`config.mk`:
```
export PLATFORM = sky130hd
export DESIGN_NAME = nibble_serial_sub_ctrl
export DESIGN_NICKNAME = d
export VERILOG_FILES = /design/src/rtl/arith_pkg.sv /design/src/rtl/subtractor_4bit.sv /design/src/rtl/nibble_serial_sub_ctrl.sv
export SDC_FILE = /design/constraint.sdc
export NUM_CORES = 1
export LEC_CHECK = 0
export CAP_MARGIN = 20
export CORE_UTILIZATION = 55
export CTS_CLUSTER_SIZE = 30
export DETAILED_ROUTE_END_ITERATION = 16
export PLACE_DENSITY = 0.9
export SYNTH_ARGS = -nofsm -noshare
export SYNTH_HDL_FRONTEND = slang
export SYNTH_SLANG_ARGS = --single-unit
```
`constraint.sdc`:
```
create_clock -name clk -period 10.22 [get_ports clk]
set_input_delay 3.066 -clock clk [delete_from_list [all_inputs] [get_ports clk]]
set_output_delay 3.066 -clock clk [all_outputs]
set_load 0.05 [all_outputs]
```
`src/rtl/arith_pkg.sv`:
```
// Shared arithmetic-datapath definitions: controller state encoding and the
// width of the time-multiplexed subtractor slice.
package arith_pkg;

  localparam int unsigned NIB_W = 4;

  typedef enum logic [1:0] {
    ST_IDLE = 2'd0,
    ST_RUN  = 2'd1,
    ST_DONE = 2'd2
  } state_e;

endpackage

```
`src/rtl/subtractor_4bit.sv`:
```
// 4-bit ripple-borrow subtractor slice: diff = A - B - bin, bout = borrow out.
module subtractor_4bit (
  output logic [3:0] diff,
  output logic       bout,
  input  logic [3:0] A,
  input  logic [3:0] B,
  input  logic       bin
);

  logic [4:0] brw;

  always_comb begin
    brw    = '0;
    diff   = '0;
    brw[0] = bin;
    for (int i = 0; i < 4; i++) begin
      diff[i]  = A[i] ^ B[i] ^ brw[i];
      brw[i+1] = (~A[i] & B[i]) | (~(A[i] ^ B[i]) & brw[i]);
    end
  end

  assign bout = brw[4];

endmodule

```
`src/rtl/nibble_serial_sub_ctrl.sv`:
```
// Nibble-serial subtract controller: computes a - b - bin one nibble per clock
// through a single shared 4-bit slice, LSB nibble first.
//
// state   | meaning
// ST_IDLE | in_ready high, waiting for operands
// ST_RUN  | stepping nibble idx through the slice, borrow carried in borrow_q
// ST_DONE | result held on diff/bout/zero until the consumer takes it
module nibble_serial_sub_ctrl
  import arith_pkg::*;
#(
  parameter int WIDTH = 16
) (
  input  logic             clk,
  input  logic             rst_n,
  input  logic             in_valid,
  output logic             in_ready,
  input  logic [WIDTH-1:0] a,
  input  logic [WIDTH-1:0] b,
  input  logic             bin,
  input  logic             abort,
  output logic             out_valid,
  input  logic             out_ready,
  output logic [WIDTH-1:0] diff,
  output logic             bout,
  output logic             zero
);

  localparam int NIB  = WIDTH / 4;
  localparam int IDXW = (NIB > 1) ? $clog2(NIB) : 1;
  localparam logic [IDXW-1:0] IDX_LAST = IDXW'(NIB - 1);

  if ((WIDTH % 4) != 0 || WIDTH < 4) begin : g_width_check
    $error("nibble_serial_sub_ctrl: WIDTH must be a positive multiple of 4");
  end

  state_e            state_q, state_d;
  logic [IDXW-1:0]   idx_q, idx_d;
  logic              borrow_q, borrow_d;
  logic [WIDTH-1:0]  a_q, a_d;
  logic [WIDTH-1:0]  b_q, b_d;
  logic [WIDTH-1:0]  diff_q, diff_d;
  logic              bout_q, bout_d;
  logic              zero_q, zero_d;
  logic              in_ready_q, in_ready_d;
  logic              out_valid_q, out_valid_d;

  logic [NIB_W-1:0]  a_nib, b_nib, slice_diff;
  logic              slice_bout;

  assign a_nib = a_q[idx_q*NIB_W +: NIB_W];
  assign b_nib = b_q[idx_q*NIB_W +: NIB_W];

  subtractor_4bit u_slice (
    .diff (slice_diff),
    .bout (slice_bout),
    .A    (a_nib),
    .B    (b_nib),
    .bin  (borrow_q)
  );

  always_comb begin
    state_d     = state_q;
    idx_d       = idx_q;
    borrow_d    = borrow_q;
    a_d         = a_q;
    b_d         = b_q;
    diff_d      = diff_q;
    bout_d      = bout_q;
    zero_d      = zero_q;
    in_ready_d  = in_ready_q;
    out_valid_d = out_valid_q;

    case (state_q)
      ST_IDLE: begin
        in_ready_d = 1'b1;
        if (in_valid && in_ready_q && !abort) begin
          a_d        = a;
          b_d        = b;
          borrow_d   = bin;
          idx_d      = '0;
          in_ready_d = 1'b0;
          state_d    = ST_RUN;
        end
      end
      ST_RUN: begin
        diff_d[idx_q*NIB_W +: NIB_W] = slice_diff;
        borrow_d = slice_bout;
        idx_d    = idx_q + 1'b1;
        if (idx_q == IDX_LAST) begin
          // zero flag must include the nibble landing on this same edge
          bout_d      = slice_bout;
          zero_d      = (diff_d == '0);
          out_valid_d = 1'b1;
          state_d     = ST_DONE;
        end
      end
      ST_DONE: begin
        if (out_ready) begin
          out_valid_d = 1'b0;
          in_ready_d  = 1'b1;
          state_d     = ST_IDLE;
        end
      end
      default: state_d = ST_IDLE;
    endcase

    // abort overrides everything, including a same-cycle out_ready in DONE
    if (abort && state_q != ST_IDLE) begin
      state_d     = ST_IDLE;
      idx_d       = '0;
      out_valid_d = 1'b0;
      diff_d      = '0;
      bout_d      = 1'b0;
      zero_d      = 1'b0;
      in_ready_d  = 1'b1;
    end
  end

  always_ff @(posedge clk or negedge rst_n) begin
    if (!rst_n) begin
      state_q     <= ST_IDLE;
      idx_q       <= '0;
      borrow_q    <= 1'b0;
      a_q         <= '0;
      b_q         <= '0;
      diff_q      <= '0;
      bout_q      <= 1'b0;
      zero_q      <= 1'b0;
      in_ready_q  <= 1'b0;
      out_valid_q <= 1'b0;
    end else begin
      state_q     <= state_d;
      idx_q       <= idx_d;
      borrow_q    <= borrow_d;
      a_q         <= a_d;
      b_q         <= b_d;
      diff_q      <= diff_d;
      bout_q      <= bout_d;
      zero_q      <= zero_d;
      in_ready_q  <= in_ready_d;
      out_valid_q <= out_valid_d;
    end
  end

  assign in_ready  = in_ready_q;
  assign out_valid = out_valid_q;
  assign diff      = diff_q;
  assign bout      = bout_q;
  assign zero      = zero_q;

endmodule

```
=== After elaboration in Yosys (flattened, before gate mapping) ===
Cells that the tools add are included.

* Register bits: 57
* Input bits: 38
* Output and inout port bits: 20

* Add/sub/neg operators: 2
* Equality and inequality tests: 7
* Shifts and indexed selects: 4
* Multiplexer cells: 27
* Bitwise operators: 28
* Reductions and logical operators: 20

{| class="wikitable"
|+ Operators with widths
! kind !! number
|-
| 4-bit negator with 34-bit output || 1
|-
| 4-bit by 34-bit variable shift with 16-bit output (first input constant) || 1
|-
| 4-bit by 34-bit variable part select with 16-bit output || 1
|-
| 16-bit 2-to-1 mux || 2
|-
| 16-bit by 5-bit variable part select with 4-bit output || 2
|-
| 16-bit bitwise mux || 1
|-
| 16-bit logical NOT || 1
|-
| 1-bit 2-to-1 mux || 13
|-
| 2-bit 2-to-1 mux || 6
|-
| 2-bit AND reduction || 5
|-
| 3-bit != test (second input constant) || 3
|-
| 3-bit nonzero test || 3
|-
| 1-bit AND || 8
|-
| 1-bit NOT || 8
|-
| 2-bit nonzero test || 4
|-
| 1-bit XOR || 8
|-
| 1-bit one-hot mux with 2 select lines || 3
|-
| 2-bit one-hot mux with 3 select lines || 1
|-
| 3-bit AND reduction || 2
|-
| 2-bit equality test (second input constant) || 2
|-
| 1-bit bitwise OR || 4
|-
| 2-bit one-hot mux with 2 select lines || 1
|-
| 1-bit logical AND || 3
|-
| 2-bit by 1-bit adder with 2-bit output (second input constant) || 1
|-
| 4 further kinds || 4
|}

=== Longest topological paths before layout ===
Gate-level depths: netlist of the first run.

* Word-level depth: 16
* Gate-level depth with buffers: 13
* Gate-level depth less buffers: 12

=== Hierarchy ===
A second synthesis of the first run with hierarchy kept.

* Cells, all modules: 221
* Area, all modules: 2854.0 sq um

{| class="wikitable"
|+ By module, submodules not included
! module !! times used !! cells each !! area each (sq um)
|-
| nibble_serial_sub_ctrl || 1 || 207 || 2736.4
|-
| subtractor_4bit || 1 || 14 || 117.6
|}

=== Worst setup path before layout of the first run ===
Ideal clock, no wire load.

* Path type: input -> register
* Start point: in in_valid
* End point: reg a_q[0]
* Arrival: 4.041 ns
* Setup slack: 6.052 ns
* Stages: 4
* Path buffers: 1
* Path through: nand2_1 nor4_4 buf_2 mux2_1

* Word-level cells in the longest chain between the ends: 3

{| class="wikitable"
|+ RTL lines
! element !! line !! RTL
|-
| from (decl) || nibble_serial_sub_ctrl.sv:15 || <nowiki>input logic in_valid,</nowiki>
|-
| 1-bit logical AND (2 in a row) || nibble_serial_sub_ctrl.sv:76 || <nowiki>if (in_valid && in_ready_q && !abort) begin</nowiki>
|-
| 2-bit AND reduction (no source line) || -- ||
|-
| to (signal assigned) || nibble_serial_sub_ctrl.sv:124 || <nowiki>a_q <= '0;</nowiki>
|-
| to (signal assigned) || nibble_serial_sub_ctrl.sv:135 || <nowiki>a_q <= a_d;</nowiki>
|-
| to (decl) || nibble_serial_sub_ctrl.sv:39 || <nowiki>logic [WIDTH-1:0] a_q, a_d;</nowiki>
|}

Every way passes these cells.
A chain may end at the register's enable or synchronous reset.

=== Final worst setup path of the first run ===
* Start point: in abort
* End point: reg borrow_q

* Word-level cells in the longest chain between the ends: 4

{| class="wikitable"
|+ RTL lines
! element !! line !! RTL
|-
| from (decl) || nibble_serial_sub_ctrl.sv:20 || <nowiki>input logic abort,</nowiki>
|-
| 1-bit logical NOT || nibble_serial_sub_ctrl.sv:76 ||
|-
| 1-bit logical AND || nibble_serial_sub_ctrl.sv:76 ||
|-
| 2-bit != test (no source line) || -- ||
|-
| 2-bit AND reduction (no source line) || -- ||
|-
| to (signal assigned) || nibble_serial_sub_ctrl.sv:134 || <nowiki>borrow_q <= borrow_d;</nowiki>
|-
| to (decl) || nibble_serial_sub_ctrl.sv:38 || <nowiki>logic borrow_q, borrow_d;</nowiki>
|}

Every way passes these cells.

==> results of run 1 <==
-- state kept, by name, indices dropped and copies added, names as in the netlist --
signal	flops
borrow_q	1
out_valid	1
diff	16
a_q	16
bout	1
idx_q	2
zero	1
state_q	2
in_ready	1
b_q	16
-- logic make-up (layout without fill, tap and decap cells) --
family          Yosys count  count (layout)  share of synthesized area, %
simple gates             61              61                          12.2
flops                    57              57                          49.8
compound gates           47              47                          10.0
mux                      42              42                          19.7
buf+inv                  20              85                          2.93
fa+ha+maj                10              10                          5.42
-- critical path: cells and delay by family --
kind | cells | cell delay [ns]
buffers and inverters | 2 | 1.07
AND/OR/NAND/NOR | 2 | 0.40
multiplexers | 1 | 0.36
AO/OA/AOI/OAI | 1 | 0.06
-- cells in the mapped netlist (2+ instances only) --
cell type,count
mux4_2,8
o21ai_1,6
ha_1,6
clkbuf_1,3
inv_2,3
mux2_1,34
nand4_1,3
and2b_1,9
nand2_1,20
nor2_1,8
a22o_1,3
dfrtp_1,57
fa_1,4
nor3_1,2
nor2b_1,7
and2b_4,2
buf_2,7
o21ai_0,13
a21oi_1,6
nor4b_1,2
inv_1,7
a31oi_1,12
-- metrics by stage --
step / setup WS, ns / instances
2_1_floorplan: 6.05 / 237
3_3_place_gp: 5.16 / 353
3_5_place_dp: 5.12 / 353
4_1_cts: 5.47 / 369
5_1_grt: 5.35 / 369
6_report: 5.48 / 369
-- cells in the final DEF, fill, tap and decap left out, drive strengths merged, types with 2 or more instances in the layout --
cell,n
dfrtp,57
o21ai,19
mux2,34
buf,3
mux4,8
and2b,11
a31oi,12
ha,6
nor4b,2
nor3,2
clkbuf,10
nor2b,7
nor2,8
clkdlybuf4s50,56
a22o,3
o31ai,2
nor4,2
inv,10
clkinv,4
fa,4
nand4,3
nand2,20
a21oi,6
-- power groups by stage --
stage	Clock (W)	Combinational [W]	Sequential, W
after CTS	0.000210	0.000256	0.000306
after detailed placement	0	0.000255	0.000310
after global placement	0	0.000244	0.000307
after global routing	0.000221	0.000278	0.000313
after floorplan	0	0.000145	0.000329
final	0.000206	0.000255	0.000306
-- final timing paths --
check	slack [ns]	start	endpoint
setup / recovery	5.48	abort	borrow_q$_DFFE_PN0P_
hold / removal	0.49	b_q[13]$_DFFE_PN0P_	b_q[13]$_DFFE_PN0P_
setup reg to reg	5.85	idx_q[0]$_DFFE_PN0P_	zero$_DFFE_PN0P_
hold reg to reg	0.49	b_q[13]$_DFFE_PN0P_	b_q[13]$_DFFE_PN0P_
max in group asynchronous	6.90	rst_n	b_q[11]$_DFFE_PN0P_
min in group asynchronous	2.85	rst_n	diff[9]$_DFFE_PN0P_
-- final cells by class --
type                            instances  share of cell area, %
Tap cell                               67                   2.28
Multi-Input combinational cell        160                   36.8
Timing Repair Buffer                   59                   15.8
Clock buffer                           10                   3.74
Sequential cell                        57                   38.8
Clock inverter                          6                   1.57
Inverter                               10                   1.02
-- per-layer routing --
layer | wire, um | part of all wire, %
met5 | 0 | 0
met4 | 193 | 3.3
met3 | 272 | 4.7
met2 | 2920 | 50
met1 | 2460 | 42
==> results.md, run 1 <==
Run status:
- The flow ran to the end, and the final reports show no timing, DRC or antenna violations.

Clock network:
- The clock tree from TritonCTS is yes.
- Clock tree synthesis found a total of 57 sinks.
- The maximum level of the CTS H-tree is 3.
- The clock tree buffer depth is 2.
- The number of setup buffers added after CTS is 0.
- The CTS root buffer is clkbuf_8.
- The number of hold buffers added after cts is 0.
- Counting the buffers created by CTS gives 9.
- The worst-skew pair later-pin latency is 0.34 ns.
- The clock-pin slew of the registers on the worst-case setup and hold paths is roughly 0.070 ns.
- The quantity of gates resized following cts is 0.

Global routing:
- The number of global-route vias before repair was 2159.
- For this run, global-route usage on met2 was measured as between 30% and 40%.
- The first global-routing pass estimated roughly 10000 um of wire.
- The peak-usage layer in the global routing report is met2.
- The initial antenna violation count is 0.
- The met3 global-route usage is under 10%.
- Entering global routing, the biggest net connects between 50 and 60 pins.
- After global routing the overflow that remains totals 0.
- The met1 capacity usage during global routing is 29.4%.
- The total global routing track utilization is 24.7%.

Placed design:
- The final weighted congestion of routability-driven global placement is ~0.81.
- The placed instances occupy a cell area of roughly 3500 um^2.
- The wire-length estimate of the detail-placed layout is 4220 um.
- The count of buffers added on input and output ports is 57.

Pwr:
- For this design the ratio of total power to cell area is 209 nW/um^2.
- Combinational cells account for 33.2% of the total power.
- The design internal power is 0.000505 W.
- The power consumption is between 0.0007 and 0.0008 W.
- Of the total power, registers draw 39.9%.
- For this design the total switching power over the nets is about 0.00026 W.
- The worst-case IR drop observed on VDD is 0.000156 V.
- The leakage power summed over all cells is roughly 1.6 nW.
- The clock power share is 26.9%.
- The switching portion of total power is 34.2%.

Synthesis:
- During synthesis, Yosys emitted a total of 0 warnings.
- The largest total area in the synthesized netlist belongs to dfrtp_1.
- In the synthesized netlist the dominant register cell turns out to be dfrtp_1.
- In the post-synthesis netlist, the biggest area contributors are dfrtp_1 50%, mux2_1 13%, mux4_2 6.3%, fa_1 2.8%, a31oi_1 2.6%.
- Counting every instance in the synthesized netlist gives 237.
- The average size of a mapped cell is 12.1 um^2.
- Summing every instance area after synthesis gives about 2900 um^2.
- The share of flip-flops with an asynchronous set or reset after synthesis is 100%.
- The proportion of netlist area held by the largest area contributor is approximately half.
- Yosys mapped a number of flops with a built-in enable equal to 0.
- The number of nets handed over by synthesis was 285.
- Summing the sequential cell areas from Yosys gives 49.8% of the chip area.
- The number of storage elements in the synthesis netlist is 57.
- The number of distinct library cells after synthesis is 37.

STA:
- The hold slack is approximately 0.49 ns.
- Setup repair after global routing left no endpoint under its margin.
- The setup-violating endpoint count in the final report is 0.
- For the pin with the worst max-slew slack, the measured transition is 0.875 ns.
- Subtracting the final worst setup slack from the clock period gives approximately 4.7 ns.
- Of the available clock period, the critical path in the final layout requires 46.4%.
- The final number of max-transition violations is 0.
- The normalized max-slew margin is 41.7%.
- The final setup skew is 0.00736 ns.
- Adding up every negative setup slack in the final design gives 0 ns.
- Timing would allow up to 211 MHz.
- The count of endpoints failing hold in the final timing report is 0.

Worst setup path:
- The largest single stage delay on the critical path is 0.65 ns.
- The worst setup path is captured at a flop.
- Walking the worst path, the cells encountered are clkdlybuf4s50_1 -> nor4_4 -> buf_4 -> mux2_1 -> nand2_1 -> o21ai_1.
- The data arrival time of the critical path is 4.97 ns.
- The depth of the worst register-to-register path is 12.
- The required time at the worst-slack endpoint is 10.45 ns.
- The largest fanout on the critical path is 33.
- The worst setup path is launched from an input pin.
- The worst setup path category is in2reg.
- The slowest cell on the critical path is clkdlybuf4s50_1.

Floorplanning:
- The total die area is 5500 um^2.
- The height of the die is ~74 um.
- just under 60 I/O pins were placed.
- The starting utilization of the core area is 58.7%.
- The area of the placeable core is 4880 um^2.
- The die extent in x is 74.1 um.
- In this run the core area contains 25 standard-cell rows.

Drt:
- The initial DRC count is 199.
- The pre-antenna-repair detailed-routing pass consisted of 4 iterations.
- The post-detailed-route via-to-cell ratio is between 5 and 6.
- The detailed router placed just over 2000 vias in this run.
- For this run, design rule violations remaining after detail routing come to 0.
- After detailed routing, the average wire length per cell comes to 15.8 um.
- The final routed wirelength across all metal layers is 5840 um.
- In this run the remaining antenna-violating nets after routing total 0.

Final layout:
- 0 antenna diodes ended up in the layout.
- The design area is 3680 um^2.
- The layout overhead on the synthesized area is 28.4%.
- The core utilization of the finished layout is ~75%.
- Summing all multi-input logic gate instances after layout gives around 1400 um^2.
- The fraction of final layout cells with drive strength greater than 1 is 11.3%.
- Fill cells in the final layout number 323.
- Summing all flip-flop and latch instances after layout gives around 1400 um^2.
- For this run, the post-layout net count is 345.

Hold path:
- In this run the worst hold path is classified as reg2reg.
- The cell depth of the worst min-delay path is 1.

Run:
- The count of maximum capacitance violations is 0.
No activity file was read; power rests on OpenSTA's default activity.
==> inputs of run 2 (changes only) <==
--- a/config.mk
+++ b/config.mk
@@ -6,10 +6,10 @@
 export NUM_CORES = 1
 export LEC_CHECK = 0
 export CAP_MARGIN = 20
-export CORE_UTILIZATION = 55
+export CORE_UTILIZATION = 46
 export CTS_CLUSTER_SIZE = 30
 export DETAILED_ROUTE_END_ITERATION = 16
-export PLACE_DENSITY = 0.9
+export PLACE_DENSITY = 0.81
 export SYNTH_ARGS = -nofsm -noshare
 export SYNTH_HDL_FRONTEND = slang
 export SYNTH_SLANG_ARGS = --single-unit
==> constraint.sdc (replaced) <==
create_clock -name clk -period 3.9 [get_ports clk]
set_input_delay 1.17 -clock clk [delete_from_list [all_inputs] [get_ports clk]]
set_output_delay 1.17 -clock clk [all_outputs]
set_load 0.05 [all_outputs]
==> run 2 against run 1 <==
  * Register-to-register slack got worse by 5.6 ns
  * Via count up 1.2%
  * Global-route usage is 3.5 points lower
  * Largest cell class unchanged
==> results.md, run 2 (synthesis results as in run 1) <==
Drt:
- The remaining design rule violation count is 0.
- Dividing the detail-routed wire length by the instance count gives 16.2 um.
- The number of vias after detailed routing is 2094.
- The final routed wirelength across all metal layers is 6130 um.
- The final antenna-violating net count is 0.
- The post-detailed-route via-to-cell ratio is 5.53.
- The first detailed-routing pass ran for 4 iterations.
- The detailed router finished its first iteration with 136 violations.

Global routing:
- Global routing used 21.2% of the available tracks.
- Entering global routing, the biggest net connects 38 pins.
- The first-pass GRT wire length is around 10000 um.
- The total overflow left after global routing is 0.
- The number of global-route vias before repair is 2205.
- The initial antenna violation count was 0.

STA:
- Setup total negative slack on the finished layout was measured at 0 ns.
- At the pin with the least slew margin, the transition time is 0.770 ns.
- The final setup skew is around 0.012 ns.
- Setup repair after global routing left no endpoint under its margin.
- The setup-violating endpoint count in the final report is 0.
- The post-route clock period utilization is 94.7%.
- The count of endpoints failing hold in the final timing report is 0.
- The final number of max-transition violations is 0.
- The maximum clock rate is 271 MHz.
- Headroom to the max-slew limit came out at between 40 and 50%.
- After layout, the minimum clock period comes to 3.69 ns.

Final layout:
- The layout overhead on the synthesized area is 29.7%.
- In the final design database the tool counted 348 nets.
- The number of antenna diodes in the final layout is 0.
- The fraction of final layout cells with drive strength greater than 1 is 11.5%.
- The core utilization of the finished layout is 62.3%.
- The finished layout holds 379 standard cells, fillers aside.
- The top cell types in the final layout, fill and taps aside, are 57 x dfrtp_1, 56 x clkdlybuf4s50_1, 34 x mux2_1, 20 x nand2_1, 13 x o21ai_0.
- The library cell used most frequently in the layout, excluding fill and tap cells, is dfrtp_1.

Floorplanning:
- The starting utilization of the core area is 48.1%.
- The count of boundary I/O pins is 58.
- The die covers 6540 um^2.
- In this run the horizontal extent of the chip is 80.9 um.
- The die is ~80 um tall.
- The area of the placeable core is 5960 um^2.
- After floorplanning, the core was divided into 28 placement rows.

Worst setup path:
- At the worst endpoint, the required time is 4.16 ns.
- Data on the critical path arrives at its endpoint at 3.95 ns.
- The cell family contributing the most delay on the critical path is adder cells.
- The largest incremental delay on the critical path is 0.55 ns.
- The type of destination of the critical path is a flop.
- The largest fanout on the critical path is 17.
- The number of buffers and inverters on the critical path is 1.
- The slowest cell on the critical path is mux4_2.
- Walking the worst path, the cells encountered are buf_6 -> mux4_2 -> fa_1 -> fa_1 -> fa_1 -> and2b_1 -> a31oi_1 -> nand4_1 -> or3_1 -> o31ai_2.
- STA classifies the critical path startpoint as a flop.
- The critical path is of the reg2reg type.
- The setup slack of the most critical reg-to-reg path is 0.21 ns.
- Counting stages on the worst path, the most repeated cell is fa_1.

Run status:
- The run finished with clean final reports.

Clock network:
- The clock tree from TritonCTS is yes.
- The number of hold buffers added after CTS was 0.
- Clock-pin slew was measured on the worst setup and hold paths at roughly 0.070 ns.
- The maximum level of the CTS H-tree is 3.
- The later pin in the worst-skew pair is clocked with a latency of 0.34 ns.
- The clock tree buffer depth is 2.
- The root buffer cell chosen for the clock tree is clkbuf_8.
- The clock buffer count from CTS is 9.
- The post-CTS setup buffer count is 0.
- The total clock sinks is 57.

Pwr:
- For this design the total switching power over the nets is about 0.00069 W.
- The share of power burned in registers is 38.9%.
- The peak supply drop is 0.000276 V.
- The leakage power summed over all cells is approximately 1.6 nW.
- The portion of total power attributed to combinational logic is 33.7%.
- In this run, the clock network consumes 27.4% of the power.
- Net switching is 33.7% of the power.
- The areal power density over the cells is 547 nW/um^2.
- Internal power comes to 0.00135 W.

Run:
- The count of maximum capacitance violations is 0.

Hold path:
- The type of the tightest min-delay check is reg2reg.

Placed design:
- The congestion estimate from routability-driven global placement came to 0.906.
- The number of input and output port buffers inserted is 57.
- After detailed placement, the design holds a cell count of 364.
- Detailed placement finished with a half-perimeter wire length of 4570 um.
## run 2: cell types whose count changed in the layout (fill, tap and decap cells not counted)
cell,previous run,this run
buf_4,2,4
clkinv_2,4,2
buf_6,0,1
clkbuf_1,0,1
clkbuf_8,10,11
clkinvlp_4,1,0
## run 2: power groups by stage
stage | clock, W | combinational [W] | sequential, W
2_1_floorplan | 0 | 0.000380 | 0.000863
3_3_place_gp | 0 | 0.000667 | 0.000795
3_5_place_dp | 0 | 0.000684 | 0.000805
4_1_cts | 0.000566 | 0.000685 | 0.000794
5_1_grt | 0.000592 | 0.000738 | 0.000806
6_report | 0.000557 | 0.000684 | 0.000791
## run 2: what timing repair did
action                                 in CTS  in global routing
endpoints found under the hold margin       0                  0
setup endpoints to repair                   0                  1
gates resized for setup                     0                  1
## run 2: per-stage QoR
stage / setup WS, ns / instance area [um^2] / hold slack (ns) / power [W]
finish: 0.208 / 3710 / 0.481 / 0.00203
global route: 0.0318 / 3710 / 0.503 / 0.00214
CTS: 0.148 / 3710 / 0.488 / 0.00204
detailed placement: 0.145 / 3510 / 0.475 / 0.00149
global placement: 0.293 / 3510 / 0.462 / 0.00146
floorplan: 0.225 / 2860 / 0.452 / 0.00124
## run 2: final cells by class
cell class              count  area, um^2
flip-flops and latches     57        1430
repair buffers             62         607
multi-input cells         160        1350
inverters                  10        37.5
clock inverters             3        40.0
clock buffers              12         155
fillers                   487        2240
well taps                  75        93.8
## run 2: worst paths after layout
path / depth (start not counted) / endpoint / start
worst max-delay path: 10 / zero$_DFFE_PN0P_ / idx_q[0]$_DFFE_PN0P_
worst min-delay path: 1 / a_q[3]$_DFFE_PN0P_ / a_q[3]$_DFFE_PN0P_
worst max register to register: 10 / zero$_DFFE_PN0P_ / idx_q[0]$_DFFE_PN0P_
worst min register to register: 1 / a_q[3]$_DFFE_PN0P_ / a_q[3]$_DFFE_PN0P_
max in group asynchronous: 2 / a_q[11]$_DFFE_PN0P_ / rst_n
min in group asynchronous: 1 / diff[12]$_DFFE_PN0P_ / rst_n
## run 2: worst register-to-register path, stage by stage (launching register included)
cell     delay, ns
dfrtp_1       0.37
buf_6         0.21
mux4_2        0.55
fa_1          0.45
fa_1          0.39
fa_1          0.50
and2b_1       0.22
a31oi_1       0.23
nand4_1       0.12
or3_1         0.40
o31ai_2       0.17
## run 2: routing by layer
metal | routed length [um] | global-route usage [%] | up-vias
met5 | 0 | 0 | -
met1 | 2570 | 25.0 | 1017
met4 | 194 | 13.0 | 0
met3 | 291 | 4.72 | 19
met2 | 3080 | 35.1 | 77
li1 | - | - | 981
